<file path="config.mk">
export PLATFORM = sky130hd
export DESIGN_NAME = tms_rom_arbiter
export DESIGN_NICKNAME = d
export VERILOG_FILES = /design/src/rtl/tms_rom_arbiter.sv
export SDC_FILE = /design/constraint.sdc
export NUM_CORES = 1
export LEC_CHECK = 0
export CORE_ASPECT_RATIO = 1.1
export CORE_MARGIN = 5
export CORE_UTILIZATION = 40
export DETAILED_ROUTE_END_ITERATION = 10
export PLACE_DENSITY = 0.85
export SYNTH_ARGS = -nofsm -noshare
export SYNTH_HDL_FRONTEND = slang
export SYNTH_SLANG_ARGS = --single-unit
export TNS_END_PERCENT = 10
</file>
<file path="constraint.sdc">
create_clock -name wb_clk_i -period 4.25 [get_ports wb_clk_i]
set_clock_uncertainty 0.2 [all_clocks]
set_input_delay 0.6375 -clock wb_clk_i [delete_from_list [all_inputs] [get_ports wb_clk_i]]
set_output_delay 0.6375 -clock wb_clk_i [all_outputs]
set_load 0.01 [all_outputs]
</file>
<file path="src/rtl/tms_rom_arbiter.sv">
// TMS1x00 program-memory owner: Wishbone image load/verify, core boot sequencing,
// and CPU-priority sharing of the single-port program memory while the core runs.
module tms_rom_arbiter #(
  parameter int ADDR_W   = 11,
  parameter int DATA_W   = 8,
  parameter int RST_HOLD = 4
) (
  input  logic              wb_clk_i,
  input  logic              rst_n,
  input  logic              wbs_cyc_i,
  input  logic              wbs_stb_i,
  input  logic              wbs_we_i,
  input  logic [31:0]       wbs_adr_i,
  input  logic [31:0]       wbs_dat_i,
  output logic [31:0]       wbs_dat_o,
  output logic              wbs_ack_o,
  input  logic              cpu_rom_req,
  input  logic [ADDR_W-1:0] cpu_rom_addr,
  output logic [DATA_W-1:0] cpu_rom_data,
  output logic              cpu_rom_valid,
  output logic              cpu_rst_n,
  output logic              mem_en,
  output logic              mem_we,
  output logic [ADDR_W-1:0] mem_addr,
  output logic [DATA_W-1:0] mem_wdata,
  input  logic [DATA_W-1:0] mem_rdata
);

  typedef enum logic [1:0] {
    ST_LOAD = 2'd0,
    ST_ARM  = 2'd1,
    ST_RUN  = 2'd2
  } state_t;

  localparam int OFF_W = ADDR_W + 2;
  localparam logic [OFF_W-1:0] OFF_CTRL   = OFF_W'(3'd0);
  localparam logic [OFF_W-1:0] OFF_STATUS = OFF_W'(3'd4);
  localparam int CNT_W = (RST_HOLD > 1) ? $clog2(RST_HOLD) : 1;
  localparam logic [CNT_W-1:0] HOLD_LAST = CNT_W'(RST_HOLD - 1);

  // Running byte checksum of the loaded image, modulo 2^16.
  function automatic logic [15:0] sum_add(input logic [15:0] sum, input logic [DATA_W-1:0] b);
    return sum + 16'(b);
  endfunction

  state_t            state_r;
  state_t            state_nxt_s;
  logic [CNT_W-1:0]  hold_cnt_r;
  logic              ack_r;
  logic              rd_mem_r;
  logic [31:0]       reg_rdata_r;
  logic              ctrl_wr_r;
  logic              ctrl_run_r;
  logic              ctrl_clr_r;
  logic              run_r;
  logic              cpu_valid_r;
  logic              cpu_rst_n_r;
  logic [15:0]       checksum_r;
  logic              wr_viol_r;

  logic              wb_req_s;
  logic              is_mem_s;
  logic [OFF_W-1:0]  reg_off_s;
  logic              cpu_go_s;
  logic              wb_mem_go_s;
  logic              wb_drop_s;
  logic              wb_reg_go_s;
  logic              ctrl_apply_s;
  logic [31:0]       status_s;
  logic              unused_s;

  // Holding off acceptance while ack is high prevents a double acknowledge.
  assign wb_req_s     = rst_n & wbs_cyc_i & wbs_stb_i & ~ack_r;
  assign is_mem_s     = ~wbs_adr_i[ADDR_W+2];
  assign reg_off_s    = wbs_adr_i[ADDR_W+1:0];
  assign cpu_go_s     = rst_n & (state_r == ST_RUN) & cpu_rom_req;
  assign ctrl_apply_s = ack_r & ctrl_wr_r;
  assign status_s     = {checksum_r, 13'd0, (state_r == ST_ARM), wr_viol_r, (state_r == ST_RUN)};
  assign unused_s     = ^{wbs_adr_i[31:ADDR_W+3], wbs_dat_i[31:DATA_W]};

  assign wbs_ack_o     = ack_r;
  assign cpu_rom_valid = cpu_valid_r;
  assign cpu_rst_n     = cpu_rst_n_r;

  // Request classification and memory port mux; the CPU always wins in RUN.
  always_comb begin
    wb_mem_go_s = 1'b0;
    wb_drop_s   = 1'b0;
    wb_reg_go_s = 1'b0;
    mem_en      = 1'b0;
    mem_we      = 1'b0;
    mem_addr    = '0;
    mem_wdata   = '0;
    if (wb_req_s && !is_mem_s) begin
      wb_reg_go_s = 1'b1;
    end else if (wb_req_s && wbs_we_i && (state_r == ST_RUN)) begin
      wb_drop_s = 1'b1;
    end else if (wb_req_s && !cpu_go_s) begin
      wb_mem_go_s = 1'b1;
    end else begin
      wb_mem_go_s = 1'b0;
    end
    if (cpu_go_s) begin
      mem_en   = 1'b1;
      mem_addr = cpu_rom_addr;
    end else if (wb_mem_go_s) begin
      mem_en    = 1'b1;
      mem_we    = wbs_we_i;
      mem_addr  = wbs_adr_i[ADDR_W+1:2];
      mem_wdata = wbs_dat_i[DATA_W-1:0];
    end else begin
      mem_en = 1'b0;
    end
  end

  // Boot sequencer next state; CTRL writes take effect as they are acknowledged.
  always_comb begin
    state_nxt_s = state_r;
    case (state_r)
      ST_LOAD: begin
        if (ctrl_apply_s && ctrl_run_r) begin
          state_nxt_s = ST_ARM;
        end else begin
          state_nxt_s = ST_LOAD;
        end
      end
      ST_ARM: begin
        if (ctrl_apply_s && !ctrl_run_r) begin
          state_nxt_s = ST_LOAD;
        end else if (hold_cnt_r == HOLD_LAST) begin
          state_nxt_s = ST_RUN;
        end else begin
          state_nxt_s = ST_ARM;
        end
      end
      ST_RUN: begin
        if (ctrl_apply_s && !ctrl_run_r) begin
          state_nxt_s = ST_LOAD;
        end else begin
          state_nxt_s = ST_RUN;
        end
      end
      default: state_nxt_s = ST_LOAD;
    endcase
  end

  // Read data is steered straight from the synchronous memory in the ack cycle.
  always_comb begin
    wbs_dat_o = 32'd0;
    if (!ack_r) begin
      wbs_dat_o = 32'd0;
    end else if (rd_mem_r) begin
      wbs_dat_o = {{(32-DATA_W){1'b0}}, mem_rdata};
    end else begin
      wbs_dat_o = reg_rdata_r;
    end
  end

  // Fetch data is only presented alongside a valid fetch.
  always_comb begin
    cpu_rom_data = '0;
    if (cpu_valid_r) begin
      cpu_rom_data = mem_rdata;
    end else begin
      cpu_rom_data = '0;
    end
  end

  // Sequencer state, reset-hold counter and core reset.
  always_ff @(posedge wb_clk_i) begin
    if (!rst_n) begin
      state_r     <= ST_LOAD;
      hold_cnt_r  <= '0;
      cpu_rst_n_r <= 1'b0;
    end else begin
      state_r     <= state_nxt_s;
      cpu_rst_n_r <= (state_nxt_s == ST_RUN);
      if ((state_r == ST_ARM) && (state_nxt_s == ST_ARM)) begin
        hold_cnt_r <= hold_cnt_r + CNT_W'(1'b1);
      end else begin
        hold_cnt_r <= '0;
      end
    end
  end

  // Acknowledge, register read capture and pending CTRL write.
  always_ff @(posedge wb_clk_i) begin
    if (!rst_n) begin
      ack_r       <= 1'b0;
      rd_mem_r    <= 1'b0;
      reg_rdata_r <= 32'd0;
      ctrl_wr_r   <= 1'b0;
      ctrl_run_r  <= 1'b0;
      ctrl_clr_r  <= 1'b0;
    end else begin
      ack_r     <= wb_mem_go_s | wb_drop_s | wb_reg_go_s;
      rd_mem_r  <= wb_mem_go_s & ~wbs_we_i;
      ctrl_wr_r <= wb_reg_go_s & wbs_we_i & (reg_off_s == OFF_CTRL);
      if (wb_reg_go_s && wbs_we_i && (reg_off_s == OFF_CTRL)) begin
        ctrl_run_r <= wbs_dat_i[0];
        ctrl_clr_r <= wbs_dat_i[1];
      end else begin
        ctrl_run_r <= ctrl_run_r;
        ctrl_clr_r <= ctrl_clr_r;
      end
      if (wb_reg_go_s && !wbs_we_i && (reg_off_s == OFF_CTRL)) begin
        reg_rdata_r <= {31'd0, run_r};
      end else if (wb_reg_go_s && !wbs_we_i && (reg_off_s == OFF_STATUS)) begin
        reg_rdata_r <= status_s;
      end else begin
        reg_rdata_r <= 32'd0;
      end
    end
  end

  // Run bit, checksum and write-violation flag.
  always_ff @(posedge wb_clk_i) begin
    if (!rst_n) begin
      run_r      <= 1'b0;
      checksum_r <= 16'd0;
      wr_viol_r  <= 1'b0;
    end else begin
      if (ctrl_apply_s) begin
        run_r <= ctrl_run_r;
      end else begin
        run_r <= run_r;
      end
      if (ctrl_apply_s && ctrl_clr_r) begin
        checksum_r <= 16'd0;
        wr_viol_r  <= 1'b0;
      end else begin
        if (wb_mem_go_s && wbs_we_i) begin
          checksum_r <= sum_add(checksum_r, wbs_dat_i[DATA_W-1:0]);
        end else begin
          checksum_r <= checksum_r;
        end
        if (wb_drop_s) begin
          wr_viol_r <= 1'b1;
        end else begin
          wr_viol_r <= wr_viol_r;
        end
      end
    end
  end

  // A fetch whose return lands outside RUN is silently dropped.
  always_ff @(posedge wb_clk_i) begin
    if (!rst_n) begin
      cpu_valid_r <= 1'b0;
    end else begin
      cpu_valid_r <= cpu_go_s & (state_nxt_s == ST_RUN);
    end
  end

endmodule

</file>
### Word-level counts from Yosys, hierarchy flattened

Cells that the tools add are included.

* bits in registers: 61
* input bits: 89
* output and inout bits: 64
* word-level logic and storage cells: 86

* $add $sub $neg: 2
* equal/unequal tests: 6
* mux-type cells: 24
* bitwise logic cells: 16
* reduce and logical (&&, ||, !) cells: 23

Operators with widths (count)
* $mux W32: 2
* $mux W8: 3
* $mux W11: 2
* $add A16 B8 Y16: 1
* $logic_and A1 B1 Y1: 14
* $eq A13 B3 Y1 const B: 1
* $logic_not A13 Y1: 1
* $mux W1: 13
* $and A1 B1 Y1: 10
* $eq A2 B2 Y1 const B: 3
* $mux W2: 3
* $pmux W2 S3: 1
* $eq A2 B1 Y1 const B: 2
* $not A1 Y1: 4
* $reduce_or A2 Y1: 2
* $logic_not A1 Y1: 3
* $reduce_or A3 Y1: 1
* $add A2 B1 Y2 const B: 1
* $logic_not A2 Y1: 1
* $or A1 B1 Y1: 2
* $reduce_and A2 Y1: 1

### Depth between registers and ports, before layout

* word-level depth: 10
* mapped depth: 8
* gate-level depth less buffers: 7

### Worst setup path before layout

Ideal clock, no wire load.

* kind: input to output
* start point: in rst_n
* end point: out mem_addr[8]
* arrival: 1754 ps
* required time: 3412 ps
* setup slack: 1659 ps
* stages on the path: 6
* buffers on the path: 1
* cells stage by stage: nand4b_4 > nor2_1 > nand2_1 > nor2_1 > clkbuf_1 > a22o_1

* cells in the longest elaborated chain, start to end: 9
* elaborated cells on any way between the ends: 15
* classes of those cells: mux: 5; bitwise: 5; reduce/logical: 5

Ends and longest elaborated chain
* from (decl): line 9 `input logic rst_n,`
* $and A1 B1 Y1 (on tied branches) (2 in series): line 73, 76
* $and A1 B1 Y1 or $logic_not A1 Y1 (tied branches): line 73, 98
* $logic_and A1 B1 Y1 (on tied branches): line 98, 96
* $mux W1 or $logic_and A1 B1 Y1 (tied branches): line 98, 96
* $mux W1: line 96 `end else if (wb_req_s && wbs_we_i && (state_r == ST_RUN)) begin`
* $mux W1: line 94 `if (wb_req_s && !is_mem_s) begin`
* $mux W11: line 106 `end else if (wb_mem_go_s) begin`
* $mux W11 (*): line 103 `if (cpu_go_s) begin`
* to (decl): line 24 `output logic [ADDR_W-1:0] mem_addr,`

Mark *: on every way between the ends. The rest lies on a longest branch, timed or not.

### Worst setup path in the final report

* start point: in rst_n
* end point: out mem_we

* cells in the longest elaborated chain, start to end: 9
* elaborated cells on any way between the ends: 15
* classes of those cells: mux: 5; bitwise: 5; reduce/logical: 5

Ends and longest elaborated chain
* $and A1 B1 Y1 (on tied branches) (2 in series): line 73, 76
* $and A1 B1 Y1 or $logic_not A1 Y1 (tied branches): line 73, 98
* $logic_and A1 B1 Y1 (on tied branches): line 98, 96
* $mux W1 or $logic_and A1 B1 Y1 (tied branches): line 98, 96
* $mux W1: line 96
* $mux W1: line 94
* $mux W1: line 106
* $mux W1 (*): line 103
* to (decl): line 23 `output logic mem_we,`

Marked as above.

==> results.cfg <==
[synthesis]
ys_types = 42
ys_ff_latch = 48
synth_edf_count = 0
ys_seq_area_share_pct = 38.11
ys.warnings.count = 0
synth-async-reset-ratio_pct = 0
yosysMostFrequentCell = and2_1
synth_top_area_share_pct = 38.11
synth_area_leaders = dfxtp_1 38%, and2_1 12%, ha_1 4.5%, a22o_1 3.8%, nand2_1 3.4%
synth_area_leader_cell = dfxtp_1
syn_avg_cell_area_um2 = 8.724
ys_top_cells_by_count = 49 x and2_1, 48 x dfxtp_1, 23 x nand2_1, 16 x nor2_1, 15 x a21oi_1
synth-main-ff-cell = dfxtp_1
synthCells = 289
synth_area_um2 = 2521

[worst_setup_path]
critPathKind = input pin to output port
path_max_fanout = 11
rrSetupSlack_ns = 1.41
critPathCaptureType = output port
critPathLaunch = rst_n
crit_cells = 5
crit-reg2reg-launch = wbs_ack_o$_SDFF_PN0_
required_ns = 3.41
cp_slowest_cell = or4b_1
worstPathArrival_ns = 2.75
startpoint_type = input pin
critPathCapture = mem_we
cp_common_cell = clkdlybuf4s50_1
slowest_delay_ns = 0.72
cp_top_family = buffers and inverters
cp.buffers_inverters = 3
reg2reg_depth = 7
worstPathCellList = clkdlybuf4s50_1 > nand4b_4 > or4b_1 > inv_1 > clkdlybuf4s50_1
r2r_end = checksum_r[14]$_SDFFE_PP0P_

[placement]
post-dp-hpwl_mm = 5.207
pre_cts_ws_ns = 0.6716
finalWeightedCongestion = 0.8467
io_buffer_count = 102

[sta]
worst_pin_slew_ns = 0.7801
slew_viol_final = 0
fin_crit_ns = 3.583
fin_crit_sh_pct = 84.30
slew_headroom_pct = 47.89
setup_viol = 0
finalWorstSetupSlack_ns = 0.6672
max_freq_mhz = 279.1
hold_viol = 0
final.setup.tns_ns = 0
grt_setup_unrepaired = no

[floorplanning]
fp.dieH_um = 93.27
rows = 30
core_area_um2 = 6156
initial_core_util_pct = 40.96
die-area_um2 = 7992
die_x_um = 85.70
io-pin-count = 153

[clock_network]
htree_levels = 2
cts_resized = 0
path_clk_slew_ns = 0.08
cts_num_sinks = 48
cts_setup_buffers = 0
cts_tree = built
cts_buffers = 5
holdBufCountCts = 0
cts_root_buffer = clkbuf_8
clock_tree.buffer_depth = 2
clk_latency_ns = 0.29

[drt]
drt-pass1-iter-count = 4
drc_errors = 0
via_per_inst = 5.123
ant_nets = 0
vias = 2408
drt_iter0_markers = 120
finalWirelength_mm = 6.539
wire_per_inst_um = 13.91

[grt]
grt_antenna_before_repair = 0
track_usage_pct = 16.56
grt_pass1_vias = 2444
grt_pass1_wl_mm = 10.82
grt_max_degree = 20
overflow = 0

[hold_path]
hold_class = flop to flop

[final_layout]
fin_nets = 488
nFillCells = 558
syn_to_final_growth_pct = 45.86
drive_gt1_share_pct = 4.103
antenna_cells = 0

[pwr]
power-per-cell-area_nw_per_um2 = 225.2
leakage_nw = 1.396
irDropWorstVdd_mv = 0.1178

[run]
maxCapViolCount = 0

[status]
status = finished, final reports clean
## worst min path at each step
stage | depth (start not counted) | end | from | slack (ns)
global placement | 1 | hold_cnt_r[0]$_SDFF_PN0_ | hold_cnt_r[0]$_SDFF_PN0_ | 0.22
floorplan | 1 | hold_cnt_r[0]$_SDFF_PN0_ | hold_cnt_r[0]$_SDFF_PN0_ | 0.21
detailed placement | 1 | hold_cnt_r[0]$_SDFF_PN0_ | hold_cnt_r[0]$_SDFF_PN0_ | 0.23
global route | 1 | hold_cnt_r[0]$_SDFF_PN0_ | hold_cnt_r[0]$_SDFF_PN0_ | 0.27
finish | 1 | hold_cnt_r[0]$_SDFF_PN0_ | hold_cnt_r[0]$_SDFF_PN0_ | 0.24
CTS | 1 | hold_cnt_r[0]$_SDFF_PN0_ | hold_cnt_r[0]$_SDFF_PN0_ | 0.24
## flip-flops by register name (all words and copies together), names as in the netlist, 2 cells and up
register	count
reg_rdata_r	19
checksum_r	16
hold_cnt_r	2
state_r	2
## layout by cell type (no fill, tap or decap), types with 2 or more instances in the layout
cell type        synthesis  layout
nor3_1                   3       3
nor2_1                  16      16
a21boi_0                 3       3
a21oi_1                 15      15
o221a_2                  2       2
o211ai_1                 3       3
a22o_1                  11      11
nor2b_1                  5       5
a2111oi_0                2       2
dfxtp_1                 48      48
o21ai_0                 14      14
clkdlybuf4s50_1          0     102
and3_1                   8       8
mux2i_1                  5       5
nand2b_1                 4       4
clkbuf_8                 0       6
a211oi_1                 6       6
a21o_1                   2       2
nor4_1                   5       5
or4_1                    3       3
buf_4                    8       4
a31oi_1                  2       2
nand3_1                  5       5
conb_1                   1       8
and2_1                  49      49
ha_1                     9       9
xor2_1                   3       3
inv_1                    3       3
or3_1                    7       7
nand2_1                 23      23
nor4b_1                  2       2
## cell type report
cell class                 count  area (um^2)  area share [%]
clock buffer                   7        86.33           2.348
clock inverter                 1        7.507          0.2042
inverter                       3        11.26          0.3062
multi-input combinational    225         1460           39.71
sequential                    48        960.9           26.13
tap                           80        100.1           2.722
timing repair buffer         106         1051           28.58
## worst register-to-register path, delay by kind of cell (launching register included)
family / cells / cell delay (ns)
AND/OR/NAND/NOR: 3 / 1.36
AO/OA/AOI/OAI: 2 / 0.38
flip-flops: 1 / 0.45
buffers and inverters: 2 / 0.38
## per-layer routing
| layer | routed length, um | GRT usage, % | up-vias |
|---|---|---|---|
| li1 | - | - | 1209 |
| met1 | 2606 | 17.09 | 1113 |
| met2 | 3418 | 32.32 | 77 |
| met3 | 397 | 3.348 | 9 |
| met4 | 116 | 6.069 | 0 |
| met5 | 0 | 0 | - |
## stage by stage
step                cell area (um^2)  utilization [%]  cells  total power [mW]  hold WS [ns]
global placement                3583            58.21    462            0.5619        0.2185
CTS                             3677            59.74    470            0.8347        0.2431
finish                          3677            59.74    470            0.8280        0.2361
floorplan                       2547                -    296            0.5050        0.2072
detailed placement              3583            58.21    462            0.5641        0.2315
global route                    3677            59.74    470            0.8623        0.2743
## power breakdown
part	switching [mW]	total [mW]	internal [mW]	leakage, nW
logic	0.0413	0.100	0.0589	0.965
clock network	0.142	0.274	0.132	0.0445
registers	0.00265	0.454	0.451	0.387
total	0.186	0.828	0.642	1.40
## kinds of logic (layout without fill, tap and decap cells)
logic type	Yosys count	after routing	synth area share, %
multiplexers	5	5	1.985
AO/OA/AOI/OAI	63	63	16.87
XOR/XNOR	4	4	1.390
flip-flops	48	48	38.11
other	1	8	0.1487
AND/OR/NAND/NOR	135	135	31.22
buffers and inverters	23	117	5.012
adder cells (fa/ha/maj)	10	10	5.261
No activity file was read; power rests on OpenSTA's default activity.
